==> src/rtl/clic_irq_target.sv <==
// Core-side CLIC interrupt receiver: filters requests against mil/threshold,
// hands them to the hart with req/ack, and tracks preemption nesting on a level stack.
//
// state | meaning
// IDLE  | waiting for an eligible request from clic
// PEND  | request latched and presented to the core until ack
module clic_irq_target #(
    parameter int N_SOURCE    = 256,
    parameter int SRC_W       = $clog2(N_SOURCE),
    parameter int STACK_DEPTH = 4,
    localparam int DEPTH_W    = $clog2(STACK_DEPTH + 1)
) (
    input  logic               clk,
    input  logic               rst_n,
    input  logic               irq_valid_i,
    output logic               irq_ready_o,
    input  logic [SRC_W-1:0]   irq_id_i,
    input  logic [7:0]         irq_level_i,
    input  logic               irq_shv_i,
    input  logic [7:0]         mintthresh_i,
    output logic               core_irq_req_o,
    output logic [SRC_W-1:0]   core_irq_id_o,
    output logic [7:0]         core_irq_level_o,
    output logic               core_irq_shv_o,
    input  logic               core_irq_ack_i,
    input  logic               core_mret_i,
    output logic [7:0]         mil_o,
    output logic [DEPTH_W-1:0] nest_depth_o,
    output logic               err_o
);

    typedef enum logic {IDLE, PEND} state_e;

    localparam logic [DEPTH_W-1:0] DEPTH_FULL = DEPTH_W'(STACK_DEPTH);

    state_e             state_q, state_d;
    logic [SRC_W-1:0]   id_q, id_d;
    logic [7:0]         level_q, level_d;
    logic               shv_q, shv_d;
    logic [7:0]         mil_q, mil_d;
    logic [DEPTH_W-1:0] depth_q, depth_d;
    logic               err_q, err_d;
    logic [7:0]         stack_q [STACK_DEPTH];
    logic [7:0]         stack_d [STACK_DEPTH];

    logic [7:0]         stack_top;
    logic               eligible;

    always_comb begin
        state_d = state_q;
        id_d    = id_q;
        level_d = level_q;
        shv_d   = shv_q;
        mil_d   = mil_q;
        depth_d = depth_q;
        err_d   = err_q;
        stack_d = stack_q;

        stack_top = 8'h00;
        for (int i = 0; i < STACK_DEPTH; i++) begin
            if (DEPTH_W'(i + 1) == depth_q) stack_top = stack_q[i];
        end

        eligible = irq_valid_i && (irq_level_i > mil_q) && (irq_level_i > mintthresh_i)
                   && (depth_q < DEPTH_FULL);
        irq_ready_o = (state_q == IDLE) && eligible;

        // The pop is applied first so a same-cycle ack pushes the restored level.
        if (core_mret_i) begin
            if (depth_q != '0) begin
                mil_d   = stack_top;
                depth_d = depth_q - 1'b1;
            end else begin
                err_d = 1'b1;
            end
        end

        case (state_q)
            IDLE: begin
                if (irq_ready_o) begin
                    id_d    = irq_id_i;
                    level_d = irq_level_i;
                    shv_d   = irq_shv_i;
                    state_d = PEND;
                end
            end
            PEND: begin
                if (core_irq_ack_i) begin
                    for (int i = 0; i < STACK_DEPTH; i++) begin
                        if (DEPTH_W'(i) == depth_d) stack_d[i] = mil_d;
                    end
                    mil_d   = level_q;
                    depth_d = depth_d + 1'b1;
                    state_d = IDLE;
                end
            end
            default: state_d = IDLE;
        endcase
    end

    always_ff @(posedge clk or negedge rst_n) begin
        if (!rst_n) begin
            state_q <= IDLE;
            id_q    <= '0;
            level_q <= '0;
            shv_q   <= 1'b0;
            mil_q   <= '0;
            depth_q <= '0;
            err_q   <= 1'b0;
            for (int i = 0; i < STACK_DEPTH; i++) stack_q[i] <= '0;
        end else begin
            state_q <= state_d;
            id_q    <= id_d;
            level_q <= level_d;
            shv_q   <= shv_d;
            mil_q   <= mil_d;
            depth_q <= depth_d;
            err_q   <= err_d;
            stack_q <= stack_d;
        end
    end

    assign core_irq_req_o   = (state_q == PEND);
    assign core_irq_id_o    = id_q;
    assign core_irq_level_o = level_q;
    assign core_irq_shv_o   = shv_q;
    assign mil_o            = mil_q;
    assign nest_depth_o     = depth_q;
    assign err_o            = err_q;

endmodule

==> config.mk <==
export PLATFORM = sky130hd
export DESIGN_NAME = clic_irq_target
export DESIGN_NICKNAME = d
export VERILOG_FILES = /design/src/rtl/clic_irq_target.sv
export SDC_FILE = /design/constraint.sdc
export NUM_CORES = 1
export LEC_CHECK = 0
export CAP_MARGIN = 20
export CORE_MARGIN = 4
export CORE_UTILIZATION = 43
export CTS_CLUSTER_DIAMETER = 200
export CTS_CLUSTER_SIZE = 14
export DETAILED_ROUTE_END_ITERATION = 7
export PLACE_DENSITY = 0.79
export SETUP_SLACK_MARGIN = 0.2
export SYNTH_ARGS = -nofsm -noshare
export SYNTH_HDL_FRONTEND = slang
export SYNTH_SLANG_ARGS = --single-unit
export TNS_END_PERCENT = 30
==> constraint.sdc <==
create_clock -name clk -period 4 [get_ports clk]
set_input_delay 1.2 -clock clk [delete_from_list [all_inputs] [get_ports clk]]
set_output_delay 1.2 -clock clk [all_outputs]
set_load 0.01 [all_outputs]
### Yosys cells after proc, flatten, opt, wreduce, memory -nomap -nowiden

Index checks and enable logic that the tools add are counted.

| cells by class | value |
|---|---|
| $add $sub $neg | 2 |
| multiply operators | 0 |
| div/mod/pow operators | 0 |
| order comparisons | 3 |
| equal/unequal tests | 7 |
| shift operators | 0 |
| muxes and demuxes | 15 |
| bitwise gates (word level) | 2 |
| reductions and logical operators | 12 |

Operator list:

| kind | count |
|---|---|
| $mux 8 | 8 |
| $gt 8x8->1 | 2 |
| $eq 2x3->1 const A | 4 |
| $mux 3 | 4 |
| $reduce_and 3->1 | 4 |
| $eq 1x3->1 const A | 2 |
| $logic_and 1x1->1 | 4 |
| $reduce_and 2->1 | 2 |
| $add 3x1->3 const B | 1 |
| $eq 3x3->1 const A | 1 |
| $logic_not 3->1 | 1 |
| $lt 3x3->1 const B | 1 |
| $reduce_bool 3->1 | 1 |
| $sub 3x1->3 const B | 1 |
| $mux 1 | 2 |
| $not 1->1 | 2 |
| $pmux 1 s2 | 1 |

| word-level totals | value |
|---|---|
| bits in registers | 62 |
| latch bits | 0 |
| RAM bits | 0 |
| bits in read-only memories | 0 |
| bits of input ports | 30 |
| output and inout port bits | 31 |
| word-level logic and storage cells | 52 |
| memories | 0 |

### Depth between registers and ports, before layout

| logic depth | value |
|---|---|
| word-level depth | 9 |
| mapped depth | 11 |
| gate-level depth less buffers | 11 |

### Worst setup path after synthesis

Ideal clock, no wire load.

| timing | value |
|---|---|
| path type | input-to-output |
| start point | input port mintthresh_i[7] |
| end point | output port irq_ready_o |
| data arrival time | 2.618 ns |
| data required time | 2.800 ns |
| slack | 0.182 ns |
| stages | 9 |
| buffers on the path | 2 |
| cells stage by stage | inv_1 ha_1 nand4_1 o2111ai_1 o21bai_2 a21o_1 buf_4 buf_6 nor2_1 |

| between the ends | value |
|---|---|
| longest elaborated chain between the ends | 4 |

Ends and longest elaborated chain:

| what | line | source |
|---|---|---|
| from (decl) | 20 | `input logic [7:0] mintthresh_i,` |
| $gt 8x8->1 | 64 | `eligible = irq_valid_i && (irq_level_i > mil_q) && (irq_level_i > mintthresh_i)` |
| $logic_and 1x1->1 | 64 |  |
| $logic_and 1x1->1 | 65 | `&& (depth_q < DEPTH_FULL);` |
| $logic_and 1x1->1 | 66 | `irq_ready_o = (state_q == IDLE) && eligible;` |
| to (decl) | 16 | `output logic irq_ready_o,` |

No other way between the ends.

### Worst setup path after layout

Ends and elaborated chain as after synthesis.

==> flow_metrics.tcl <==
set metrics [dict create \
    status "finished, final reports clean" \
    final-setup-viol-count 0 \
    maxClockFrequency_mhz 266 \
    syn2layout_area_growth_pct 31.9 \
    cts_tree "built" \
    multi_input_area_mm2 0.00213 \
    synth_area_per_cell_um2 10.4 \
    post-layout-total-power_mw 3.12 \
    dp_hpwl_um 7100 \
    p_switching_mw 1.26 \
    clockPowerShare_pct 15.5 \
    finalClockSkew_ns 0.0109 \
    diodes 0 \
    end_kind "primary output" \
    vias 3369 \
    synth_seq_cells 62 \
    p_leak_nw 2.16 \
    final_antenna_net_count 0 \
    grt_max_degree 36 \
    worst_pin_slew_ns 0.818 \
    crit_fanout 2 \
    pin_count 61 \
    fin_util_pct 59.0 \
    routed_wl_um 10800 \
    wl_per_cell_um 19.6 \
    drt_iter0_drc 205 \
    cp_data_required_time_ns 2.80 \
    slew_violations 0 \
    p_comb_share_pct 51.2 \
    vias_per_cell 6.10 \
    critPathArrivalTime_ns 2.57 \
    dr.pass1.iters 5 \
    antenna_found_initial 0 \
    startpoint "mintthresh_i[7]" \
    port_buffers 60 \
    setup.worst_path.class "primary input to primary output" \
    num_rows 33 \
    dieArea_mm2 0.0102 \
    slew_headroom_pct 45.5 \
    worstHoldPathType "flip-flop to flip-flop" \
    drive_gt1_share_pct 24.2 \
    start_util_pct 44.8 \
    min_period_over_period_pct 94.1 \
    worst_ir_drop_vdd_mv 0.397 \
    cts-root-buf "clkbuf_8" \
    numCtsBuffers 9 \
    rsz0062_at_grt "false" \
    layout_min_cycle_time_ns 3.77 \
    grt_pass1_vias 3571 \
    synth_top_cell_area_share_pct 41.8 \
    max-cap-violations 0 \
    grt_usage_pct 21.7 \
    p_int_mw 1.86 \
    h-tree-depth 3 \
    grt_pass1_wl_um 17300 \
    min_from "err_o$_DFFE_PN0P_" \
    swShare_pct 40.3 \
    fillers 650 \
    yosysSeqAreaShare_pct 41.8 \
    die_x_um 101 \
    seqCellArea_mm2 0.00155 \
    synthTopCellsByArea "dfrtp_1, ha_1, mux2_1" \
    clock_latency_ns 0.35 \
    cts.sinks 62 \
    worstReg2RegStart "nest_depth_o[0]$_DFF_PN0_" \
    synth_fp_nets 413 \
    die_y_um 101 \
    start_kind "primary input" \
    final-hold-violation-count 0 \
    coreArea_mm2 0.00830 \
    nNetsFinal 498 \
    yosysTopAreaCell "dfrtp_1" \
    syn_area_mm2 0.00371 \
    synth_cells 357 \
    yosysUniqueCellTypes 41 \
    drc 0 \
    clock_path_buffers 2 \
    cts_hold_buf 0 \
    powerDensity_mw_per_mm2 637 \
    gp_congestion 0.854 \
    clk_pin_slew_ns 0.06 \
    seqPwrFrac_pct 33.3 \
    yosysWarnings 0 \
    gr-total-overflow 0 \
]
[final cells by class]
type	instances	area share, %
Tap cell	105	2.68
Clock inverter	4	0.460
Clock buffer	12	2.96
Timing Repair Buffer	97	17.0
Multi-Input combinational cell	249	43.5
Sequential cell	62	31.7
Inverter	23	1.76
[through the flow]
stage | setup TNS [ns] | cells | hold slack [ns] | setup slack (ns) | cell area (µm²)
floorplan | 0 | 357 | 0.453 | 0.219 | 3720
global placement | -0.476 | 520 | 0.458 | -0.476 | 4480
detailed placement | -0.523 | 520 | 0.471 | -0.523 | 4480
CTS | 0 | 551 | 0.486 | 0.201 | 4870
global route | 0 | 552 | 0.500 | 0.201 | 4900
finish | 0 | 552 | 0.479 | 0.235 | 4900
[kinds of logic after synthesis]
group / Yosys count / synth area share, %
compound gates: 97 / 18.9
xor+xnor: 2 / 0.472
fa+ha+maj: 26 / 8.76
buf+inv: 46 / 5.62
flops: 62 / 41.8
mux: 42 / 13.1
simple gates: 82 / 11.5
[worst max-delay path: stages]
cell and delay (ns):
dlygate4sd2_1 0.21, inv_2 0.05, ha_4 0.26, nand4_1 0.12, buf_4 0.15, a21o_1 0.16
a21o_1 0.18, nor2_2 0.10, buf_2 0.14
[registers in the layout, indices dropped and copies added, names as in the netlist]
signal / cells
stack_q: 32
core_irq_id_o: 8
core_irq_level_o: 8
mil_o: 8
nest_depth_o: 3
core_irq_req_o: 1
core_irq_shv_o: 1
err_o: 1
[path summary, 6_finish.rpt]
check                                          end  slack [ns]  cells past startpoint
setup reg to reg            stack_q[1]$_DFFE_PN0P_        0.48                     11
hold / removal                   err_o$_DFFE_PN0P_        0.48                      1
hold reg to reg                  err_o$_DFFE_PN0P_        0.48                      1
min in group asynchronous  stack_q[26]$_DFFE_PN0P_        0.95                      1
setup / recovery                       irq_ready_o        0.23                      9
max in group asynchronous  stack_q[30]$_DFFE_PN0P_        2.33                      2
[Yosys cell counts]
cell type	n
a211oi_2	1
a21o_1	4
a21oi_1	5
a21oi_2	1
a221oi_1	5
a222oi_1	3
a22o_1	3
a31o_2	1
a32oi_1	17
and2_1	1
and3_1	5
buf_1	1
buf_2	8
buf_4	1
buf_6	3
clkbuf_1	10
dfrtp_1	62
ha_1	26
inv_1	23
mux2_1	20
mux2_2	16
mux2_4	4
mux2i_1	2
nand2_1	22
nand2b_1	1
nand3_1	21
nand4_1	5
nor2_1	5
nor2b_1	20
nor2b_4	1
nor3_1	1
o2111ai_1	1
o211ai_1	19
o21ai_0	25
o21ai_1	4
o21ai_2	1
o21bai_2	1
o221ai_1	4
o22ai_1	1
o311ai_1	1
xnor2_1	2
[cells in the final DEF (no fill, tap or decap), types with 4 or more instances in the layout]
cell and n:
nand3_1 21, inv_2 6, mux2_4 4, o21ai_0 25, clkdlybuf4s50_1 42, mux2_2 16, and3_1 4, clkbuf_2 6
dfrtp_1 62, buf_4 36, o221ai_1 4, nand4_1 5, nand2_1 22, mux2_1 20, inv_1 17, o21ai_1 4
ha_1 15, nor2b_1 20, clkbuf_8 10, a221oi_1 5, ha_4 11, a32oi_1 17, o211ai_1 19, dlygate4sd2_1 9
[metal layers]
layer | up-vias | global-route usage, % | share of wire (%)
met2 | 145 | 35.4 | 49
met4 | 0 | 12.8 | 5.0
met1 | 1676 | 26.4 | 40
li1 | 1499 | - | -
met5 | - | 0 | 0
met3 | 49 | 4.29 | 6.3
[power by group through the flow]
stage	clock network (mW)	logic, mW	registers (mW)
2_1_floorplan	0	0.888	1.03
6_report	0.484	1.60	1.04
3_5_place_dp	0	1.44	1.04
5_1_grt	0.528	1.75	1.07
4_1_cts	0.485	1.54	1.03
3_3_place_gp	0	1.38	1.03
[repair_timing]
item,CTS,global route
gates resized for setup,44,16
setup endpoints to repair,1,18
pin swaps,18,11
setup buffers,15,1
No activity file was read; power rests on OpenSTA's default activity.
